`config.mk`:
```
export PLATFORM = sky130hd
export DESIGN_NAME = shfifo_burst_reader
export DESIGN_NICKNAME = d
export VERILOG_FILES = /design/src/rtl/shfifo_burst_reader.sv
export SDC_FILE = /design/constraint.sdc
export NUM_CORES = 1
export LEC_CHECK = 0
export BUFFER_PORTS_ARGS = -buffer_cell sky130_fd_sc_hd__clkbuf_2
export CAP_MARGIN = 20
export CORE_MARGIN = 2
export CORE_UTILIZATION = 35
export DETAILED_ROUTE_END_ITERATION = 10
export GPL_TIMING_DRIVEN = 0
export PLACE_DENSITY_LB_ADDON = 0.12
export SLEW_MARGIN = 15
export SYNTH_ARGS = -nofsm -noshare
export SYNTH_HDL_FRONTEND = slang
export SYNTH_SLANG_ARGS = --single-unit
```
`constraint.sdc`:
```
create_clock -name clk -period 3.5 [get_ports clk]
set_input_delay 0.35 -clock clk [delete_from_list [all_inputs] [get_ports clk]]
set_output_delay 0.35 -clock clk [all_outputs]
set_load 0.02 [all_outputs]
```
`src/rtl/shfifo_burst_reader.sv`:
```
// Burst reader that pops a show-ahead FIFO into a valid/ready stream in BURST_LEN-beat bursts.
// Optional partial-burst timeout flush is enabled by defining BURST_RD_TIMEOUT_EN.
`timescale 1ns/1ps
module shfifo_burst_reader #(
    parameter int DATA_WIDTH = 32,
    parameter int CNT_WIDTH  = 4,
    parameter int BURST_LEN  = 4,
    parameter int TIMEOUT    = 16
) (
    input  logic                  clk,
    input  logic                  rst_n,
    output logic                  fifo_ren,
    input  logic [DATA_WIDTH-1:0] fifo_rdat,
    input  logic                  fifo_empty,
    input  logic [CNT_WIDTH-1:0]  fifo_rcnt,
    output logic                  m_valid,
    output logic [DATA_WIDTH-1:0] m_data,
    output logic                  m_last,
    input  logic                  m_ready,
    output logic                  burst_done,
    output logic                  underrun_err
);

    typedef enum logic [1:0] {IDLE, BURST, DRAIN} state_t;

    state_t               state;
    logic [CNT_WIDTH-1:0] beats_left;
    logic                 load;
    logic                 pop;
    logic                 full_avail;
    logic                 tmr_fire;

    if (BURST_LEN < 1 || BURST_LEN > (1 << (CNT_WIDTH - 1)) || TIMEOUT < 2) begin : g_bad_param
        $error("shfifo_burst_reader: BURST_LEN or TIMEOUT out of range");
    end

    assign load       = ~m_valid | m_ready;
    assign full_avail = (fifo_rcnt >= CNT_WIDTH'(BURST_LEN));
    assign pop        = rst_n & (state == BURST) & (beats_left != '0) & ~fifo_empty & load;
    assign fifo_ren   = pop;

`ifdef BURST_RD_TIMEOUT_EN
    localparam int TMR_W = $clog2(TIMEOUT);

    logic [TMR_W-1:0] idle_tmr;
    logic             partial;

    assign partial  = (fifo_rcnt != '0) && !full_avail;
    assign tmr_fire = (state == IDLE) && partial && (idle_tmr == TMR_W'(TIMEOUT - 1));

    // Timer only runs while a partial burst sits in the FIFO; a full burst always wins.
    always_ff @(posedge clk or negedge rst_n) begin
        if (!rst_n) begin
            idle_tmr <= '0;
        end else if ((state == IDLE) && partial && !tmr_fire) begin
            idle_tmr <= idle_tmr + 1'b1;
        end else begin
            idle_tmr <= '0;
        end
    end
`else
    assign tmr_fire = 1'b0;
`endif

    always_ff @(posedge clk or negedge rst_n) begin
        if (!rst_n) begin
            state        <= IDLE;
            beats_left   <= '0;
            m_valid      <= 1'b0;
            m_data       <= '0;
            m_last       <= 1'b0;
            burst_done   <= 1'b0;
            underrun_err <= 1'b0;
        end else begin
            burst_done <= 1'b0;

            if ((state == BURST) && (beats_left != '0) && fifo_empty) begin
                underrun_err <= 1'b1;
            end

            // A pop refills the output register in the same edge the old beat leaves.
            if (pop) begin
                m_data     <= fifo_rdat;
                m_valid    <= 1'b1;
                m_last     <= (beats_left == CNT_WIDTH'(1));
                beats_left <= beats_left - 1'b1;
            end else if (m_valid && m_ready) begin
                m_valid <= 1'b0;
                m_last  <= 1'b0;
            end

            case (state)
                IDLE: begin
                    if (full_avail) begin
                        state      <= BURST;
                        beats_left <= CNT_WIDTH'(BURST_LEN);
                    end else if (tmr_fire) begin
                        state      <= BURST;
                        beats_left <= fifo_rcnt;
                    end
                end
                BURST: begin
                    if (pop && (beats_left == CNT_WIDTH'(1))) begin
                        state <= DRAIN;
                    end
                end
                DRAIN: begin
                    if (m_valid && m_last && m_ready) begin
                        state      <= IDLE;
                        burst_done <= 1'b1;
                    end
                end
                default: state <= IDLE;
            endcase
        end
    end

endmodule

```
==> flow_metrics.env, run 1 <==
export IMPL_clk_path_buf_depth=2
export IMPL_drt_initial_drc_count=69
export IMPL_place_ws_ps=597
export IMPL_max_vdd_ir_drop_uv=332
export IMPL_grt_pass1_vias=1323
export IMPL_die_h_um=73.7
export IMPL_pwr_share_seq_pct=40.9
export IMPL_period_minus_slack_ps=2750
export IMPL_dp_cells=313
export IMPL_cts_resized=0
export IMPL_start_util_pct=36.3
export IMPL_insertion_delay_ps=290
export IMPL_syn_nets=227
export IMPL_rsz0062_at_grt="no"
export IMPL_synth_ff_latch_count=42
export IMPL_fmax_mhz=363
export IMPL_die_x_um=73.7
export IMPL_coreArea_um2=4690
export IMPL_swShare_pct=40.4
export IMPL_rows=25
export IMPL_cp_arrival_ps=2400
export IMPL_drive_gt1_share_pct=32.7
export IMPL_ys_seq_area_share_pct=61.8
export IMPL_syn_to_final_growth_pct=32.4
export IMPL_fin_area_um2=2250
export IMPL_ctsHoldBuffers=0
export IMPL_combPwrFrac_pct=39.9
export IMPL_cts_tree="built"
export IMPL_grt_pass1_wl_mm=6.09
export IMPL_fin_worst_skew_ps=6.11
export IMPL_path_cells="buf_2, nand4bb_1, or3_4, clkinv_1, buf_2, clkbuf_2"
export IMPL_p_int_mw=1.20
export IMPL_final_common_cell="nand2_1"
export IMPL_cp_end_kind="output port"
export IMPL_crit_type="primary input to output port"
export IMPL_fin_nets=308
export IMPL_relSlewSlack_pct=36.5
export IMPL_clk_pin_slew_ps=70
export IMPL_r2r_slack_ps=1330
export IMPL_power_mw=2.02
export IMPL_power_density_nw_per_um2=896
export IMPL_maxSlewViolCount=0
export IMPL_crit_fanout=43
export IMPL_setup_ws_ps=747
export IMPL_grt_util_all_layers_pct=14.7
export IMPL_drc=0
export IMPL_htreeDepth=2
export IMPL_dieArea_um2=5440
export IMPL_cts_buffers=5
export IMPL_crit_path_max_incr_delay_ps=710
export IMPL_place_hpwl_mm=2.64
export IMPL_status="completed"
export IMPL_mostFrequentLayoutCells="nand2_1 (97), clkbuf_2 (73), dfrtp_1 (42), clkbuf_8 (6)"
export IMPL_final_cells=320
export IMPL_hold_class="primary input to asynchronous set/reset pin"
export IMPL_power_switching_mw=0.816
export IMPL_seq_area_um2=1050
export IMPL_fillCellCount=463
export IMPL_critPathSlowestCell="buf_2"
export IMPL_synth_ff_type="dfrtp_1"
export IMPL_synth_area_um2=1700
export IMPL_maxCapViolCount=0
export IMPL_yosys_warnings=0
export IMPL_gp_congestion=0.719
export IMPL_cts_sinks=42
export IMPL_root_buffer="clkbuf_8"
export IMPL_place_area_um2=2140
export IMPL_boundaryPins=77
export IMPL_finalSetupViolCount=0
export IMPL_multi_input_area_um2=591
export IMPL_wire_per_inst_um=11.8
export IMPL_overflow=0
export IMPL_clock_power_share_pct=19.2
export IMPL_crit_top_cell="buf_2"
export IMPL_ys_async_sr_fraction_pct=100
export IMPL_wl_mm=3.78
export IMPL_finalCritPeriodShare_pct=78.6
export IMPL_tightest_slew_ps=952
export IMPL_vias_per_cell=4.51
export IMPL_syn_area_per_cell_um2=9.20
export IMPL_crit_path_start_kind="primary input"
export IMPL_grt_max_degree=44
export IMPL_vias=1442
export IMPL_synth_enable_flop_cells=0
export IMPL_p_leak_nw=1.28
export IMPL_netlist_instances=185
export IMPL_hold_viol=0
export IMPL_ant_nets=0
export IMPL_diodes=0
export IMPL_post_cts_buffers=0
export IMPL_drt_first_pass_iters=4
export IMPL_antenna_found_initial=0
export IMPL_ys_types=27
export IMPL_io_buffers=74
export IMPL_cp_required_ps=3150
export IMPL_setup_tns_ps=0
-- sequential cells by signal (all words and copies together), names as in the netlist --
register,count
burst_done,1
state,2
beats_left,4
underrun_err,1
m_valid,1
m_data,32
m_last,1
-- per-stage QoR --
stage | utilization (%) | hold WS, ps
detailed placement | 45.6 | 450
global placement | 45.6 | 443
global route | 48.0 | 236
floorplan | - | 54.4
finish | 48.0 | 210
CTS | 48.0 | 231
-- final timing paths --
check	to	from	cells past startpoint
max	fifo_ren	rst_n	6
min	m_last	rst_n	1
max reg2reg	state[1]	beats_left[0]	7
min reg2reg	underrun_err	underrun_err	1
max in group asynchronous	beats_left[0]	rst_n	1
min in group clk	m_data[7]	fifo_rdat[7]	3
-- synthesized netlist by cell type, types with 2 or more instances --
library cell	instances	area, µm²
a21oi_1	2	10.0
buf_2	3	15.0
clkbuf_1	3	11.3
dfrtp_1	42	1050
ha_1	2	25.0
inv_1	5	18.8
nand2_1	97	364
nand2b_1	2	12.5
nand3_1	2	10.0
nor2_1	4	15.0
nor3b_1	2	15.0
o21ai_0	5	25.0
or3_1	2	12.5
-- power by group through the flow --
stage | combinational (mW) | clock [mW] | sequential (mW)
after floorplan | 0.278 | 0 | 1.06
after global placement | 0.810 | 0 | 0.833
after detailed placement | 0.820 | 0 | 0.829
after CTS | 0.820 | 0.404 | 0.827
after global routing | 0.904 | 0.420 | 0.857
final | 0.806 | 0.388 | 0.825
-- area by class of cell --
cell class	count	share of cell area, %
well taps	54	3.00
repair buffers	74	16.4
plain buffers	7	1.67
inverters	6	1.00
clock inverters	1	1.33
multi-input cells	130	26.2
clock buffers	6	3.67
flip-flops and latches	42	46.7
-- routing by layer --
metal	GRT usage, %	up-vias	wire, µm
met5	0	-	0
met4	4.24	0	42
met3	5.21	5	256
met2	21.8	50	1710
met1	20.3	643	1770
li1	-	744	-
-- kinds of logic (layout without fill, tap and decap cells) --
family          after synthesis  count (layout)  synth area share (%)
compound gates               15              15                  5.96
fa+ha+maj                     2               2                  1.47
buf+inv                      13              94                  3.53
flops                        42              42                  61.8
simple gates                113             113                  27.3
-- critical path: cells and delay by family --
family | cells | cell delay [ps]
buf+inv | 4 | 1320
simple gates | 2 | 720
Note: power is estimated with default switching activity, not from simulation.
==> run 2, diff against run 1 <==
ABC_AREA = 1   (was unset)
clock period = 2.3 ns   (was 3.5 ns; I/O delays follow)
==> flow_metrics.env, run 2 <==
export IMPL_path_cells="dlygate4sd3_1, clkbuf_4, inv_1, nor2_1, nand3_2, nor2_2, buf_2, clkbuf_2"
export IMPL_start_util_pct=36.5
export IMPL_p_leak_nw=1.35
export IMPL_grt_util_all_layers_pct=15.3
export IMPL_post_route_util_pct=48.6
export IMPL_syn_area_per_cell_um2=8.73
export IMPL_synth_common_cells="nand2_1 (116), dfrtp_1 (42), inv_1 (7)"
export IMPL_clk_path_buf_depth=2
export IMPL_rows=25
export IMPL_drive_gt1_share_pct=34.3
export IMPL_crit_fanout=10
export IMPL_cp_end_kind="output port"
export IMPL_diodes=0
export IMPL_root_buffer="clkbuf_8"
export IMPL_fin_nets=324
export IMPL_ant_nets=0
export IMPL_synthMostInstantiatedCell="nand2_1"
export IMPL_rsz0062_at_grt="no"
export IMPL_power_mw=3.09
export IMPL_hold_class="primary input to register"
export IMPL_clk_pin_slew_ps=80
export IMPL_crit_path_max_incr_delay_ps=530
export IMPL_drc=0
export IMPL_crit_type="primary input to output port"
export IMPL_cts_sinks=42
export IMPL_cp_required_ps=2070
export IMPL_critical_path_top_delay_family="buffers and inverters"
export IMPL_synth_area_leaders="dfrtp_1 (61%), nand2_1 (25%), inv_1 (1.5%), ha_1 (1.4%), buf_6 (1.3%)"
export IMPL_syn_to_final_growth_pct=33.0
export IMPL_power_density_nw_per_um2=1340
export IMPL_status="completed"
export IMPL_final_common_cell="nand2_1"
export IMPL_yosys_area_top_type="dfrtp_1"
export IMPL_synth_area_um2=1740
export IMPL_critPathSlowestCell="dlygate4sd3_1"
export IMPL_vias=1491
export IMPL_finalSetupViolCount=0
export IMPL_grt_pass1_vias=1384
export IMPL_fin_worst_skew_ps=5.02
export IMPL_relSlewSlack_pct=64.9
export IMPL_ys_seq_area_share_pct=60.5
export IMPL_overflow=0
export IMPL_crit_path_start_kind="primary input"
export IMPL_yosysTopAreaCellShare_pct=60.5
export IMPL_largest_registers="m_data x32, beats_left x4, state x2"
export IMPL_die_h_um=74.4
export IMPL_cp_arrival_ps=1800
export IMPL_die_x_um=74.4
export IMPL_gp_congestion=0.675
export IMPL_largest_reg_flops=32
export IMPL_synth_ff_type="dfrtp_1"
export IMPL_mostFrequentLayoutCells="nand2_1 (116), clkbuf_2 (73), dfrtp_1 (42), inv_1 (7), nor2_1 (6)"
export IMPL_insertion_delay_ps=290
export IMPL_wl_mm=3.88
export IMPL_netlist_instances=199
export IMPL_grt_pass1_wl_mm=6.35
export IMPL_yosys_warnings=0
export IMPL_synth_ff_latch_count=42
export IMPL_cts_buffers=5
export IMPL_ys_async_sr_fraction_pct=100
export IMPL_crit_buf_inv=5
export IMPL_boundaryPins=77
export IMPL_dieArea_um2=5540
export IMPL_max_vdd_ir_drop_uv=532
export IMPL_hold_viol=0
export IMPL_period_minus_slack_ps=2030
export IMPL_io_buffers=74
export IMPL_antenna_found_initial=0
export IMPL_maxCapViolCount=0
export IMPL_coreArea_um2=4750
export IMPL_maxSlewViolCount=0
export IMPL_syn_nets=241
export IMPL_htreeDepth=2
export IMPL_finalCritPeriodShare_pct=88.4
export IMPL_tightest_slew_ps=521
export IMPL_cts_tree="built"
export IMPL_drt_initial_drc_count=98
export IMPL_drt_first_pass_iters=4
export IMPL_place_hpwl_mm=2.69
export IMPL_synth_enable_flop_cells=0
export IMPL_wire_per_inst_um=11.1
export IMPL_regMostFlops="m_data"
export IMPL_ys_types=20
export IMPL_fmax_mhz=492
export IMPL_vias_per_cell=4.26
export IMPL_grt_max_degree=43
export IMPL_post_cts_buffers=0
-- run 2: layout make-up --
class / instances / area, µm²
clock inverter: 2 / 13.8
tap: 67 / 83.8
sequential: 42 / 1050
buffer: 7 / 50.0
multi-input combinational: 142 / 606
clock buffer: 6 / 72.6
timing repair buffer: 76 / 403
fill: 471 / 2440
inverter: 8 / 30.0
-- run 2: tightest hold or removal path, delay by kind of cell --
family / cells / cell delay [ps]
buffers and inverters: 1 / 70
AND/OR/NAND/NOR: 2 / 80
-- run 2: per-stage QoR --
step | hold WS [ps] | TNS (ps) | setup slack (ps) | cells | cell area [µm²]
finish | 126 | 0 | 268 | 350 | 2310
global route | 114 | 0 | 165 | 350 | 2310
CTS | 114 | 0 | 258 | 350 | 2310
detailed placement | 430 | -2.52 | -2.52 | 340 | 2190
global placement | 428 | 0 | 22.9 | 340 | 2190
floorplan | -65.6 | 0 | 930 | 199 | 1740
-- run 2: worst paths after layout --
check / from / slack (ps) / cells after the start / to
setup / recovery: rst_n / 270 / 8 / fifo_ren
hold / removal: fifo_rdat[29] / 130 / 3 / m_data[29]
setup reg to reg: beats_left[0] / 710 / 7 / m_data[14]
hold reg to reg: underrun_err / 480 / 1 / underrun_err
max in group asynchronous: rst_n / 1590 / 3 / state[1]
min in group asynchronous: rst_n / 500 / 3 / m_data[18]
-- run 2: what timing repair did --
action	in CTS	in global routing
resized for setup	1	0
hold buffers	2	0
setup endpoints to repair	1	0
hold endpoints to repair	42	0
-- run 2: routing by layer --
layer | GRT usage, % | up-vias | part of all wire [%]
met5 | 0 | - | 0
met4 | 5.36 | 0 | 0.57
met3 | 5.96 | 2 | 6.7
met2 | 23.0 | 46 | 45
met1 | 20.3 | 678 | 47
li1 | - | 765 | -
-- run 2: kinds of logic after synthesis --
kind of cell,share of synthesized area [%]
flip-flops,60.5
AO/OA/AOI/OAI,1.95
adder cells (fa/ha/maj),1.44
XOR/XNOR,0.504
buffers and inverters,4.61
AND/OR/NAND/NOR,31.0
-- run 2: where the power goes --
group	switching, mW	internal, mW	total [mW]
Sequential	0.194	1.07	1.27
Combinational	0.890	0.473	1.36
Clock	0.251	0.214	0.466
==> run 3, diff against run 2 <==
REMOVE_ABC_BUFFERS = 1   (was unset)
==> flow_metrics.env, run 3 (same netlist as run 2, synthesis figures left out) <==
export IMPL_critPathSlowestCell="dlygate4sd3_1"
export IMPL_clk_pin_slew_ps=80
export IMPL_maxCapViolCount=0
export IMPL_coreArea_um2=4750
export IMPL_start_util_pct=36.5
export IMPL_drive_gt1_share_pct=33.1
export IMPL_io_buffers=74
export IMPL_place_hpwl_mm=2.61
export IMPL_finalCritPeriodShare_pct=92.3
export IMPL_ant_nets=0
export IMPL_boundaryPins=77
export IMPL_tightest_slew_ps=566
export IMPL_diodes=0
export IMPL_status="completed"
export IMPL_fin_area_um2=2310
export IMPL_period_minus_slack_ps=2120
export IMPL_cts_buffers=5
export IMPL_crit_path_max_incr_delay_ps=520
export IMPL_cp_required_ps=2070
export IMPL_final_common_cell="nand2_1"
export IMPL_grt_util_all_layers_pct=14.5
export IMPL_crit_fanout=32
export IMPL_max_vdd_ir_drop_uv=494
export IMPL_fin_worst_skew_ps=5.68
export IMPL_cts_tree="built"
export IMPL_regMostFlops="m_data"
export IMPL_crit_type="primary input to output port"
export IMPL_grt_max_degree=43
export IMPL_cp_arrival_ps=1890
export IMPL_gp_congestion=0.682
export IMPL_rows=25
export IMPL_relSlewSlack_pct=62.2
export IMPL_largest_registers="m_data x32, beats_left x4, state x2"
export IMPL_place_area_um2=2170
export IMPL_largest_reg_flops=32
export IMPL_wl_mm=3.85
export IMPL_rsz0062_at_grt="no"
export IMPL_finalSetupViolCount=0
export IMPL_die_x_um=74.4
export IMPL_fin_nets=319
export IMPL_clk_path_buf_depth=2
export IMPL_cp_end_kind="output port"
export IMPL_syn_to_final_growth_pct=32.8
export IMPL_vias=1494
export IMPL_grt_pass1_wl_mm=6.14
export IMPL_grt_pass1_vias=1328
export IMPL_vias_per_cell=4.33
export IMPL_wire_per_inst_um=11.2
export IMPL_drc=0
export IMPL_overflow=0
export IMPL_drt_first_pass_iters=4
export IMPL_fmax_mhz=471
export IMPL_p_leak_nw=1.34
export IMPL_dieArea_um2=5540
export IMPL_htreeDepth=2
export IMPL_drt_initial_drc_count=80
export IMPL_root_buffer="clkbuf_8"
export IMPL_path_cells="dlygate4sd3_1, clkbuf_4, inv_1, nor2_1, nand3_2, nor2_4, buf_12, clkbuf_2"
export IMPL_insertion_delay_ps=290
export IMPL_hold_class="primary input to register"
export IMPL_crit_path_start_kind="primary input"
export IMPL_die_h_um=74.4
export IMPL_antenna_found_initial=0
export IMPL_power_mw=3.11
export IMPL_cts_sinks=42
export IMPL_power_density_nw_per_um2=1350
export IMPL_hold_viol=0
export IMPL_mostFrequentLayoutCells="nand2_1 (116), clkbuf_2 (73), dfrtp_1 (42), inv_1 (7)"
export IMPL_maxSlewViolCount=0
export IMPL_setup_tns_ps=0
## run 3: final cells by class
type	count	area [µm²]
multi-input cells	142	619
flip-flops and latches	42	1050
inverters	8	30.0
repair buffers	78	430
clock inverters	1	5.00
well taps	67	83.8
clock buffers	7	86.3
fillers	512	2450
## run 3: timing repair
action	in CTS	in global routing
setup endpoints to repair	38	1
hold buffers	2	0
pin swaps	0	1
endpoints found under the hold margin	42	0
buffers inserted	0	1
gates resized for setup	2	0
## run 3: critical path, delay by kind of cell
family | cells | cell delay (ps)
AND/OR/NAND/NOR | 3 | 560
buffers and inverters | 5 | 1100
## run 3: per-stage QoR
step / util [%] / std cells / hold WS, ps / setup WS, ps
final: 48.5 / 345 / 130 / 176
after global routing: 48.5 / 345 / 121 / 77.5
after CTS: 48.3 / 344 / 118 / 72.7
after detailed placement: 45.6 / 334 / 428 / -639
after global placement: 45.0 / 333 / 425 / -1020
after floorplan: - / 192 / -65.6 / 250
## run 3: worst paths after layout
path	startpoint	end	slack (ps)	cells after the start
worst max register to register	beats_left[0]	state[0]	480	6
worst min-delay path	fifo_rdat[22]	m_data[22]	130	3
min in group asynchronous	rst_n	m_data[31]	480	3
max in group asynchronous	rst_n	m_data[16]	1610	3
worst max-delay path	rst_n	fifo_ren	180	8
worst min register to register	m_data[22]	m_data[22]	480	2
## run 3: power breakdown
group / switching (mW) / total (mW) / internal [mW]
clock network: 0.240 / 0.483 / 0.242
logic: 0.889 / 1.36 / 0.466
registers: 0.196 / 1.27 / 1.07
total: 1.33 / 3.11 / 1.78
## run 3: routing by layer
metal  wire length (µm)  GRT usage [%]
met5                  0              0
met4                 53           4.76
met3                245           4.47
met2               1800           23.4
met1               1750           18.7
